File: src/rtl/fetch_queue_if.sv
// fetch_queue_if: fetch-queue bus bundle (redirect, imem request/response, decode handshake)
//   master: the fetch queue (drives imem request and decode outputs)
//   slave : the environment (execute redirect, instruction memory, decode stage)
interface fetch_queue_if #(
    parameter int AWIDTH = 32,
    parameter int DWIDTH = 32,
    parameter int DEPTH  = 4
);
    logic                     redirect_i;
    logic [AWIDTH-1:0]        redirect_pc_i;
    logic                     imem_req_o;
    logic [AWIDTH-1:0]        imem_addr_o;
    logic [DWIDTH-1:0]        imem_data_i;
    logic                     out_valid_o;
    logic                     out_ready_i;
    logic [AWIDTH-1:0]        out_pc_o;
    logic [DWIDTH-1:0]        out_insn_o;
    logic [$clog2(DEPTH):0]   count_o;

    modport master (
        input  redirect_i, redirect_pc_i, imem_data_i, out_ready_i,
        output imem_req_o, imem_addr_o, out_valid_o, out_pc_o, out_insn_o, count_o
    );

    modport slave (
        output redirect_i, redirect_pc_i, imem_data_i, out_ready_i,
        input  imem_req_o, imem_addr_o, out_valid_o, out_pc_o, out_insn_o, count_o
    );
endinterface

File: src/rtl/fetch_queue.sv
// fetch_queue: instruction prefetch queue between imem and decode
//   clk, reset (async, active-high)
//   bus.redirect_i/redirect_pc_i : squash and restart fetch at a new PC
//   bus.imem_req_o/imem_addr_o   : one-word read request, data returns next cycle on imem_data_i
//   bus.out_valid_o/out_ready_i  : {out_pc_o, out_insn_o} handshake to decode
//   bus.count_o                  : FIFO occupancy
module fetch_queue #(
    parameter int                AWIDTH   = 32,
    parameter int                DWIDTH   = 32,
    parameter logic [AWIDTH-1:0] BASEADDR = 'h01000000,
    parameter int                DEPTH    = 4
) (
    input logic           clk,
    input logic           reset,
    fetch_queue_if.master bus
);
    localparam int PW = $clog2(DEPTH);
    localparam int CW = PW + 1;
    localparam logic [DWIDTH-1:0] NOP = 'h13;

    logic [AWIDTH-1:0] fetch_pc, inflight_pc;
    logic              inflight;
    logic [PW-1:0]     wr_ptr, rd_ptr;
    logic [CW-1:0]     count;
    logic [AWIDTH-1:0] pc_q   [DEPTH];
    logic [DWIDTH-1:0] insn_q [DEPTH];
    logic              req, push, valid, pop;

    // Credit rule: counting the in-flight word guarantees a free slot for every response.
    always_comb begin
        req   = ~reset & ~bus.redirect_i & ((count + CW'(inflight)) < CW'(DEPTH));
        push  = inflight & ~bus.redirect_i;
        valid = (count != '0) & ~bus.redirect_i;
        pop   = valid & bus.out_ready_i;
    end

    assign bus.imem_req_o  = req;
    assign bus.imem_addr_o = fetch_pc;
    assign bus.out_valid_o = valid;
    assign bus.out_pc_o    = (count != '0) ? pc_q[rd_ptr] : '0;
    assign bus.out_insn_o  = (count != '0) ? insn_q[rd_ptr] : NOP;
    assign bus.count_o     = count;

    always_ff @(posedge clk or posedge reset) begin
        if (reset) begin
            fetch_pc    <= BASEADDR;
            inflight    <= 1'b0;
            inflight_pc <= '0;
            wr_ptr      <= '0;
            rd_ptr      <= '0;
            count       <= '0;
        end else if (bus.redirect_i) begin
            fetch_pc <= {bus.redirect_pc_i[AWIDTH-1:2], 2'b00};
            inflight <= 1'b0;
            wr_ptr   <= '0;
            rd_ptr   <= '0;
            count    <= '0;
        end else begin
            inflight <= req;
            if (req) begin
                inflight_pc <= fetch_pc;
                fetch_pc    <= fetch_pc + AWIDTH'(4);
            end
            if (push) wr_ptr <= wr_ptr + PW'(1);
            if (pop) rd_ptr <= rd_ptr + PW'(1);
            count <= count + CW'(push) - CW'(pop);
        end
    end

    // Storage needs no reset: entries are only observed when count says they were written.
    always_ff @(posedge clk) begin
        if (push) begin
            pc_q[wr_ptr]   <= inflight_pc;
            insn_q[wr_ptr] <= bus.imem_data_i;
        end
    end
endmodule

File: src/flat_wrapper.sv
// flat-port wrapper written by rule: the top's interface ports become plain ports
module fetch_queue_flat 
#(
    parameter int                AWIDTH   = 32,
    parameter int                DWIDTH   = 32,
    parameter logic [AWIDTH-1:0] BASEADDR = 'h01000000,
    parameter int                DEPTH    = 4
)
  (clk, reset, bus_redirect_i, bus_redirect_pc_i, bus_imem_data_i, bus_out_ready_i, bus_imem_req_o, bus_imem_addr_o, bus_out_valid_o, bus_out_pc_o, bus_out_insn_o, bus_count_o);
  fetch_queue_if #(.AWIDTH(AWIDTH), .DWIDTH(DWIDTH), .DEPTH(DEPTH)) bus_i ();
  input logic clk;
  input logic reset;
  input wire logic [$bits(bus_i.redirect_i)-1:0] bus_redirect_i;
  input wire logic [$bits(bus_i.redirect_pc_i)-1:0] bus_redirect_pc_i;
  input wire logic [$bits(bus_i.imem_data_i)-1:0] bus_imem_data_i;
  input wire logic [$bits(bus_i.out_ready_i)-1:0] bus_out_ready_i;
  output wire logic [$bits(bus_i.imem_req_o)-1:0] bus_imem_req_o;
  output wire logic [$bits(bus_i.imem_addr_o)-1:0] bus_imem_addr_o;
  output wire logic [$bits(bus_i.out_valid_o)-1:0] bus_out_valid_o;
  output wire logic [$bits(bus_i.out_pc_o)-1:0] bus_out_pc_o;
  output wire logic [$bits(bus_i.out_insn_o)-1:0] bus_out_insn_o;
  output wire logic [$bits(bus_i.count_o)-1:0] bus_count_o;
  assign bus_i.redirect_i = bus_redirect_i;
  assign bus_i.redirect_pc_i = bus_redirect_pc_i;
  assign bus_i.imem_data_i = bus_imem_data_i;
  assign bus_i.out_ready_i = bus_out_ready_i;
  assign bus_imem_req_o = bus_i.imem_req_o;
  assign bus_imem_addr_o = bus_i.imem_addr_o;
  assign bus_out_valid_o = bus_i.out_valid_o;
  assign bus_out_pc_o = bus_i.out_pc_o;
  assign bus_out_insn_o = bus_i.out_insn_o;
  assign bus_count_o = bus_i.count_o;
  fetch_queue #(.AWIDTH(AWIDTH), .DWIDTH(DWIDTH), .BASEADDR(BASEADDR), .DEPTH(DEPTH)) u_core (.clk(clk), .reset(reset), .bus(bus_i));
endmodule
File: config.mk
export PLATFORM = sky130hd
export DESIGN_NAME = fetch_queue_flat
export DESIGN_NICKNAME = d
export VERILOG_FILES = /design/src/rtl/fetch_queue_if.sv /design/src/rtl/fetch_queue.sv /design/src/flat_wrapper.sv
export SDC_FILE = /design/constraint.sdc
export NUM_CORES = 1
export LEC_CHECK = 0
export CORE_AREA = 4 4 185 187
export DETAILED_ROUTE_END_ITERATION = 12
export DIE_AREA = 0 0 189 191
export SYNTH_ARGS = -nofsm -noshare
export SYNTH_HDL_FRONTEND = slang
export SYNTH_SLANG_ARGS = --single-unit
File: constraint.sdc
create_clock -name clk -period 3.1 [get_ports clk]
set_input_delay 0.775 -clock clk [delete_from_list [all_inputs] [get_ports clk]]
set_output_delay 0.775 -clock clk [all_outputs]
set_load 0.005 [all_outputs]
==> results.cfg <==
[outcome]
outcome = completed

[place]
place_ws_ns = 0.1561
portBuffers = 162
place_inst = 1325
dp_hpwl_um = 18840
place.gp.congestion = 0.7951

[clock_tree]
clockBufferDepth = 3
clockRootBuffer = clkbuf_16
holdBufCountCts = 0
path_clk_slew_ns = 0.06
cts_buffers = 35
insertion_delay_ns = 0.50
tritoncts = built
cts.sink_count = 316
htree_num_levels = 2

[final_layout]
fin_util_pct = 51.06
diodes = 0
area.growth.synth_to_final_pct = 29.09
layout.cells.non_filler = 1397
fill_cells = 2711
final_nets = 1005
drive_above_1_share_pct = 23.77

[grt]
grt_overflow_total = 0
grt_pass1_wl_um = 44230
grt_max_degree = 49
grt_pass1_vias = 7286
antenna_found_initial = 0
grt_usage_pct = 15.85

[logic_synthesis]
synth_area_per_cell_um2 = 17.95
synth.area.top_cells = edfxtp_1 58%, dfrtp_1 13%, mux4_2 11%
yosysWarnings = 0
ys_seq_elements = 316
synth_edf_count = 248
synth_common_cells = 248 x edfxtp_1, 67 x dfrtp_1, 66 x and2_1
netlist.area_leader.share_pct = 58.02
synth_top_flop_cell = edfxtp_1
yosysSeqAreaShare_pct = 71.28
netlist_area_mm2 = 0.01284
synthArstFlopShare_pct = 21.52
ys_types = 43
yosysMostFrequentCell = edfxtp_1
synth_top_area_cell = edfxtp_1
syn_inst = 715

[drt]
routed_wl_um = 28570
dr.pass1.iters = 4
drtIter0Drc = 369
via_count = 7003
dr_wl_met3_um = 1463
wl_met2_um = 13250
wl_met1_um = 13490
vias_per_cell = 5.013
ant_nets = 0
drc = 0
maxUsedRoutingLayer = met4
avgRoutedWirePerCell_um = 20.45

[critical_path]
ff2ff_path_depth = 11
cp_data_required_time_ns = 2.32
r2r_start = u_core.bus.count_o[0]
end_kind = output port
start_kind = flip-flop
path_max_fanout = 10
cp.arrival_ns = 2.25
rr_endpoint = u_core.bus.count_o[2]
r2r_setup_slack_ns = 0.52
worstSetupPathType = flip-flop to output port

[floorplanning]
dieWidth_um = 189
placementRows = 66
die_h_um = 191
coreArea_mm2 = 0.03245
ios = 169
start_util_pct = 39.55
dieArea_mm2 = 0.03610

[power]
p_int_uw = 9281
seq_power_share_pct = 43.8
ir_drop_mv = 0.4478
power.density_mw_per_mm2 = 754.5
power.share.switching_pct = 25.76
p_total_uw = 12500
combPwrFrac_pct = 24.1
p_leak_uw = 0.005942
pwr-share-clk_pct = 32.1
power_switching_uw = 3220

[job]
drv_cap = 0

[timing]
fmax_mhz = 330.8
drv_slew = 0
finClkSkew_ns = 0.01246
worst_slack_ns = 0.07684
holdWs_ns = 0.5139
grt_setup_unrepaired = false
post-route-period-util_pct = 97.52
setup_viol = 0
fin_crit_ns = 3.023
hold_viol = 0

[worst_hold_path]
hold_path_class = flip-flop to flip-flop
whs_endpoint = u_core.pc_q[3][17]
worstHoldPathCells = 0
hold_path.startpoint = u_core.inflight_pc[17]
## area by class of cell
cell class                 count  area, µm²  share of cell area, %
timing repair buffer         212       2191                  13.22
clock inverter                21      173.9                  1.050
inverter                      12      45.04                 0.2718
multi-input combinational    352       3495                  21.09
clock buffer                  42      954.7                  5.762
tap                          442      553.0                  3.338
sequential                   316       9158                  55.27
## worst max-delay path by stage
stage | startpoint | endpoint | cells after the start
finish | u_core.rd_ptr[0] | bus_out_insn_o[4] | 4
global route | u_core.rd_ptr[0] | bus_out_insn_o[26] | 5
CTS | u_core.rd_ptr[0] | bus_out_pc_o[5] | 4
detailed placement | reset | bus_imem_req_o | 5
global placement | reset | bus_imem_req_o | 5
floorplan | bus_redirect_i | u_core.insn_q[0][0] | 3
## logic make-up after synthesis
family | Yosys count | synth area share, %
DFF | 316 | 71.28
and+or+nand+nor | 183 | 8.490
muxes | 98 | 14.10
buffers and inverters | 50 | 1.823
xor gates and xnor gates | 31 | 2.261
AOI/OAI and AO/OA | 28 | 1.170
adders and majority gates | 8 | 0.8383
other | 1 | 0.02921
## registers in the layout (all words and copies together) (netlist names)
| register | flops |
|---|---|
| u_core.inflight_pc | 30 |
| u_core.bus.count_o | 3 |
| u_core.inflight | 1 |
| u_core.pc_q | 120 |
| u_core.rd_ptr | 2 |
| u_core.bus.imem_addr_o | 30 |
| u_core.wr_ptr | 2 |
| u_core.insn_q | 128 |
## cell usage in the layout, fill, tap and decap left out, types with 2 or more instances in the layout
cell type and count:
clkinv_1 9, dfrtp_1 65, o21ai_0 25, a22oi_1 2, xnor2_1 14, inv_1 11, xor2_1 16, nand4_1 14
buf_12 17, dfrtp_4 2, and3_1 5, mux2_2 33, or2_2 3, mux2i_1 2, nand2_1 34, ha_1 7
clkdlybuf4s50_1 99, dlygate4sd2_1 57, clkinvlp_4 2, and2_1 59, nor3_1 9, conb_1 4, or4_1 3, nor2_1 15
nand4_4 2, clkbuf_1 4, clkdlybuf4s15_1 3, clkinv_2 7, edfxtp_1 248, nor2b_1 5, and2_4 7, buf_16 3
bufinv_16 3, clkbuf_16 37, nor4b_2 2, buf_4 30, mux4_2 62, nand3_1 13
## metrics by stage
step                      instance area [µm²]  setup TNS [ns]
final                                   16570               0
after global placement                  15340               0
after global routing                    16570               0
after detailed placement                15340               0
after CTS                               16620         -0.1400
after floorplan                         12850               0
## power by group through the flow
stage | Sequential, µW | Clock [µW] | Combinational, µW
finish | 5470 | 4010 | 3020
global route | 5530 | 4330 | 3300
CTS | 5470 | 4120 | 3180
detailed placement | 5540 | 0 | 3100
global placement | 5520 | 0 | 3090
floorplan | 5410 | 0 | 1590
## worst max-delay path, stage by stage, from the launching register on
cell and delay (ns):
dfrtp_4 0.53, buf_16 0.17, mux4_2 0.48, or2_2 0.28
dlygate4sd2_1 0.27
## layer usage
layer,track usage [%],vias up
li1,-,3185
met1,23.42,3587
met2,24.63,202
met3,2.995,29
met4,3.728,0
met5,0,-
## timing repair
action	4_1_cts	5_1_grt
cloned	3	0
gates resized for setup	77	5
endpoints found under the setup margin	62	18
hold endpoints to repair	0	0
buffers inserted	8	1
No activity file was read; power rests on OpenSTA's default activity.
==> RTL edit 1: new RTL, config.mk and constraints unchanged <==
`DWIDTH` is set to 32 in 3 places; all go to 28.
--- a/src/rtl/fetch_queue_if.sv
+++ b/src/rtl/fetch_queue_if.sv
@@ -4,5 +4,5 @@
 interface fetch_queue_if #(
     parameter int AWIDTH = 32,
-    parameter int DWIDTH = 32,
+    parameter int DWIDTH = 28,
     parameter int DEPTH  = 4
 );
--- a/src/rtl/fetch_queue.sv
+++ b/src/rtl/fetch_queue.sv
@@ -7,5 +7,5 @@
 module fetch_queue #(
     parameter int                AWIDTH   = 32,
-    parameter int                DWIDTH   = 32,
+    parameter int                DWIDTH   = 28,
     parameter logic [AWIDTH-1:0] BASEADDR = 'h01000000,
     parameter int                DEPTH    = 4
--- a/src/flat_wrapper.sv
+++ b/src/flat_wrapper.sv
@@ -3,5 +3,5 @@
 #(
     parameter int                AWIDTH   = 32,
-    parameter int                DWIDTH   = 32,
+    parameter int                DWIDTH   = 28,
     parameter logic [AWIDTH-1:0] BASEADDR = 'h01000000,
     parameter int                DEPTH    = 4
Ports: changed (resized bus_imem_data_i and bus_out_insn_o); port bits go from 169 to 161. The function was not compared with the original's and may differ.
==> RTL edit 1 against the unedited design <==
- global-route usage decreased by 0.80 points
- worst setup slack got worse by 0.0079 ns
- total power decreased by 4.6%
- fmax decreased by 0.26%
- utilization decreased by 2.5 points
- final cell count decreased by 2.7%
- highest routed layer unchanged
- cell area decreased by 4.9%
- sequential cell count decreased by 16
- synthesized area decreased by 5.4%
- largest power group unchanged
- routed wire length decreased by 6.1%
- non-clock buffer count decreased by 7
- clock skew increased by 0.0065 ns
==> RTL edit 1: results (changes against the unedited design) <==
outcome:
  status: "completed"  # unchanged
global_route:
  grt_usage_pct: 15.0  # was 15.8%
  grt_max_degree: 39  # was 49
  grt_pass1_vias: 6973  # was 7286
logic_synthesis:
  avgSynthCellArea_um2: 17.7  # was 18.0 um2
  synth_compound_area_share_pct: 1.20  # was 1.17%
  synthAdderAreaFrac_pct: 0.886  # was 0.838%
  synth_edf_count: 232  # was 248
  yosysWarnings: 0  # unchanged
  synth.area.mux_share_pct: 13.9  # was 14.1%
  synth_xor_xnor_area_share_pct: 2.51  # was 2.26%
  ys_seq_area_share_pct: 71.4  # was 71.3%
  async_flop_share_pct: 22.7  # was 21.5%
  yosys-top-cells-count: "edfxtp_1 (232), dfrtp_1 (67), and2_1 (63)"  # was edfxtp_1 (248), dfrtp_1 (67), and2_1 (66)
  synth_area_leaders: "edfxtp_1 (57%), dfrtp_1 (14%), mux4_2 (11%), and2_1 (3.2%), mux2_2 (2.8%)"  # was edfxtp_1 (58%), dfrtp_1 (13%), mux4_2 (11%), and2_1 (3.2%), mux2_2 (2.9%)
  yosysUniqueCellTypes: 39  # was 43
hold_path:
  hp-class: "reg -> reg"  # unchanged
  hold_path_end: "u_core.pc_q[1][17]$_DFFE_PP_"  # was u_core.pc_q[3][17]$_DFFE_PP_
placement:
  placed_area_um2: 14500  # was 15300 um2
  place.gp.congestion: 0.740  # was 0.795
  dp_cells: 1281  # was 1325
  place.port_buffers: 154  # was 162
  hpwlAfterDp_um: 17000  # was 18800 um
  preCtsSetupSlack_ns: 0.252  # was 0.156 ns
routing:
  drt_pass1_iterations: 5  # was 4
  via_per_inst: 4.84  # was 5.01
  drt_iter0_markers: 386  # was 369
  wl_um: 26800  # was 28600 um
sta:
  whs_ns: 0.512  # was 0.514 ns
  fin_crit_sh_pct: 97.8  # was 97.5%
  skew_ns: 0.0189  # was 0.0125 ns
worst_setup_path:
  rrSetupSlack_ns: 0.62  # was 0.52 ns
  r2r_start: "u_core.bus.count_o[0]$_DFF_PP0_"  # unchanged
  critPathCapture: "bus_out_pc_o[21]"  # was bus_out_insn_o[4]
  path_max_fanout: 4  # was 10
  worst-r2r-cell-count: 11  # unchanged
  max_stage_delay_ns: 0.50  # was 0.53 ns
final_layout:
  fin_nets: 965  # was 1005
  nFillCells: 2801  # was 2711
  drive_above_1_share_pct: 24.2  # was 23.8%
clock_tree:
  cts-buffers-inserted: 34  # was 35
pwr:
  peakVddDrop_mv: 0.397  # was 0.448 mV
  p_leak_uw: 0.00562  # was 0.00594 uW
[RTL edit 1: changes by cell type after synthesis, sizes merged, moves of 3 or more]
| cell | change |
|---|---|
| mux4 | -4 |
| clkbuf | -3 |
| and2 | -3 |
| nor2 | -3 |
| edfxtp | -16 |
| buf | +3 |
| o21ai | +4 |
| nor4 | +4 |
[RTL edit 1: stage by stage]
step	TNS [ns]	power [uW]
4_1_cts	-0.210	12100
6_report	0	11900
3_3_place_gp	0	8140
3_5_place_dp	0	8180
2_1_floorplan	0	6640
5_1_grt	0	12600
[RTL edit 1: worst max-delay path, delay by kind of cell (launching register included)]
family / cells / cell delay [ns]
DFF: 1 / 0.50
buffers and inverters: 4 / 0.67
muxes: 1 / 0.42
and+or+nand+nor: 1 / 0.18
[RTL edit 1: cell type report]
class / instances / area (um2) / area share [%]
Antenna cell: 1 / 2.50 / 0.0159
Clock buffer: 45 / 933 / 5.92
Clock inverter: 14 / 126 / 0.802
Inverter: 10 / 37.5 / 0.238
Multi-Input combinational cell: 342 / 3320 / 21.0
Sequential cell: 300 / 8680 / 55.1
Tap cell: 442 / 553 / 3.51
Timing Repair Buffer: 205 / 2110 / 13.4
[RTL edit 1: repair_timing]
item,CTS,global route
setup buffers,15,2
pin swaps,0,0
endpoints found under the hold margin,0,0
gates cloned,2,0
resized for setup,70,18
setup endpoints to repair,58,15
[RTL edit 1: power breakdown]
part	switching, uW	internal, uW
combinational	1220	1730
sequential	322	4860
clock	1510	2290
total	3060	8870
[RTL edit 1: routing by layer]
metal / GRT usage, % / part of all wire (%) / wire length (um)
met2: 24.0 / 47 / 12700
met5: 0 / 0 / 0
met1: 21.7 / 46 / 12300
met3: 3.10 / 5.2 / 1390
met4: 3.00 / 1.6 / 423
==> RTL edit 2: new RTL, same flow settings <==
Without the edit above. Reset style: synchronous (`reset`), changed in one clocked block. Comments in the files are not updated.
--- a/src/rtl/fetch_queue.sv
+++ b/src/rtl/fetch_queue.sv
@@ -42,5 +42,5 @@
     assign bus.count_o     = count;
 
-    always_ff @(posedge clk or posedge reset) begin
+    always_ff @(posedge clk) begin
         if (reset) begin
             fetch_pc    <= BASEADDR;
Check against the original RTL: differs if reset is asserted again (counterexample within 4 cycles, from zero or initial values and one cycle with reset high); with reset held inactive, the same outputs for 4 cycles.
==> RTL edit 2 against the unedited design <==
- cell area fell by 1.3%
- utilization is 0.67 points lower
- sequential cell count rose by 2
- routed wire length down 1.2%
- fmax is 0.14% higher
- worst setup slack gained 0.0042 ns
- synthesized area shrank 1.6%
- synthesized cell count rose by 12%
- final cell count grew 4.7%
Power is not compared: it rests on default switching activity, and its combinational part moved more than twofold at a synthesized area within 25%.
==> RTL edit 2: results (changes against the unedited design) <==
global_route:
  antenna_found_initial: 2  # was 0
  met1_usage_pct: 20.9  # was 23.4%
  grt_pass1_vias: 7542  # was 7286
  grt_use_met3_pct: 4.46  # was 2.99%
  grt_pass1_wl_um: 43900  # was 44200 um
  grt_max_degree: 62  # was 49
  gr-usage-met2_pct: 25.5  # was 24.6%
worst_setup_path:
  max_stage_delay_ns: 0.48  # was 0.53 ns
  path_max_fanout: 7  # was 10
  slowest_stage: "mux4_2"  # was dfrtp_4
logic_synthesis:
  synth_compound_area_share_pct: 3.72  # was 1.17%
  yosysUniqueCellTypes: 48  # was 43
  async_flop_share_pct: 0  # was 21.5%
  yosys-top-cells-count: "edfxtp_1 (248), nand2_1 (74), and2_1 (72)"  # was edfxtp_1 (248), dfrtp_1 (67), and2_1 (66)
  synth_area_leaders: "edfxtp_1 (59%), dfxtp_1 (11%), mux4_2 (11%), and2_1 (3.6%), nand2_1 (2.2%)"  # was edfxtp_1 (58%), dfrtp_1 (13%), mux4_2 (11%), and2_1 (3.2%), mux2_2 (2.9%)
  ys_seq_area_share_pct: 70.0  # was 71.3%
  synth_xor_xnor_area_share_pct: 1.86  # was 2.26%
  synthAdderAreaFrac_pct: 0.852  # was 0.838%
  synth.area.mux_share_pct: 11.4  # was 14.1%
routing:
  drt_pass1_iterations: 5  # was 4
  drt-wirelength-per-cell_um: 19.3  # was 20.4 um
  met3WireLength_um: 1970  # was 1460 um
  top_layer: "met5"  # was met4
  route.met2.wl_um: 13500  # was 13200 um
sta:
  skew_ns: 0.0238  # was 0.0125 ns
placement:
  preCtsSetupSlack_ns: 0.00649  # was 0.156 ns
  hpwlAfterDp_um: 17900  # was 18800 um
  dp_cells: 1385  # was 1325
  place.gp.congestion: 0.797  # was 0.795
outcome:
  status: "completed"  # unchanged
final_layout:
  fin_nets: 1067  # was 1005
  drive_above_1_share_pct: 17.6  # was 23.8%
clock_tree:
  post_cts_buffers: 10  # was 8
  cts_resized: 48  # was 77
RTL edit 2: changes by cell type in the layout (fill, tap and decap cells not counted), moves of 9 or more:
| cell | change |
|---|---|
| a211oi_1 | +11 |
| a21oi_1 | +38 |
| and2_1 | +9 |
| buf_4 | -9 |
| dfrtp_1 | -65 |
| dfxtp_1 | +68 |
| dlygate4sd2_1 | -13 |
| dlymetal6s2s_1 | +9 |
| mux2_2 | -33 |
| nand2_1 | +40 |
| nor2_1 | +21 |
| o21ai_0 | -22 |
| xnor2_1 | -9 |
RTL edit 2: cell type report:
cell class              count  area, um2
multi-input cells         420       3540
well taps                 442        553
diodes                      2       5.00
clock inverters            18        216
fillers                  2794      16100
inverters                  12       45.0
clock buffers              46        968
repair buffers            204       2170
flip-flops and latches    318       8860
RTL edit 2: metrics by stage:
stage,cell area [um2],power [uW],hold WS [ns]
3_5_place_dp,15000,5310,0.489
4_1_cts,16300,9510,0.447
3_3_place_gp,15000,5310,0.479
5_1_grt,16300,9750,0.491
2_1_floorplan,12600,5010,0.460
6_report,16400,9370,0.499
RTL edit 2: worst paths after layout:
check                                       from                                  end  slack [ns]  depth (start not counted)
max                                         flop                      bus_out_pc_o[4]        0.08                          5
max reg2reg     u_core.bus.count_o[1]$_SDFF_PP0_     u_core.bus.count_o[2]$_SDFF_PP0_        0.44                         11
min                                        reset  u_core.inflight_pc[31]$_SDFFE_PP0P_        0.50                          2
min reg2reg  u_core.inflight_pc[19]$_SDFFE_PP0P_  u_core.inflight_pc[19]$_SDFFE_PP0P_        0.50                          2
RTL edit 2: power breakdown:
group	internal (uW)	switching (uW)	leakage, uW
sequential	4660	75.5	0.00284
clock	2550	1610	0.000560
combinational	259	216	0.00225
total	7470	1900	0.00565
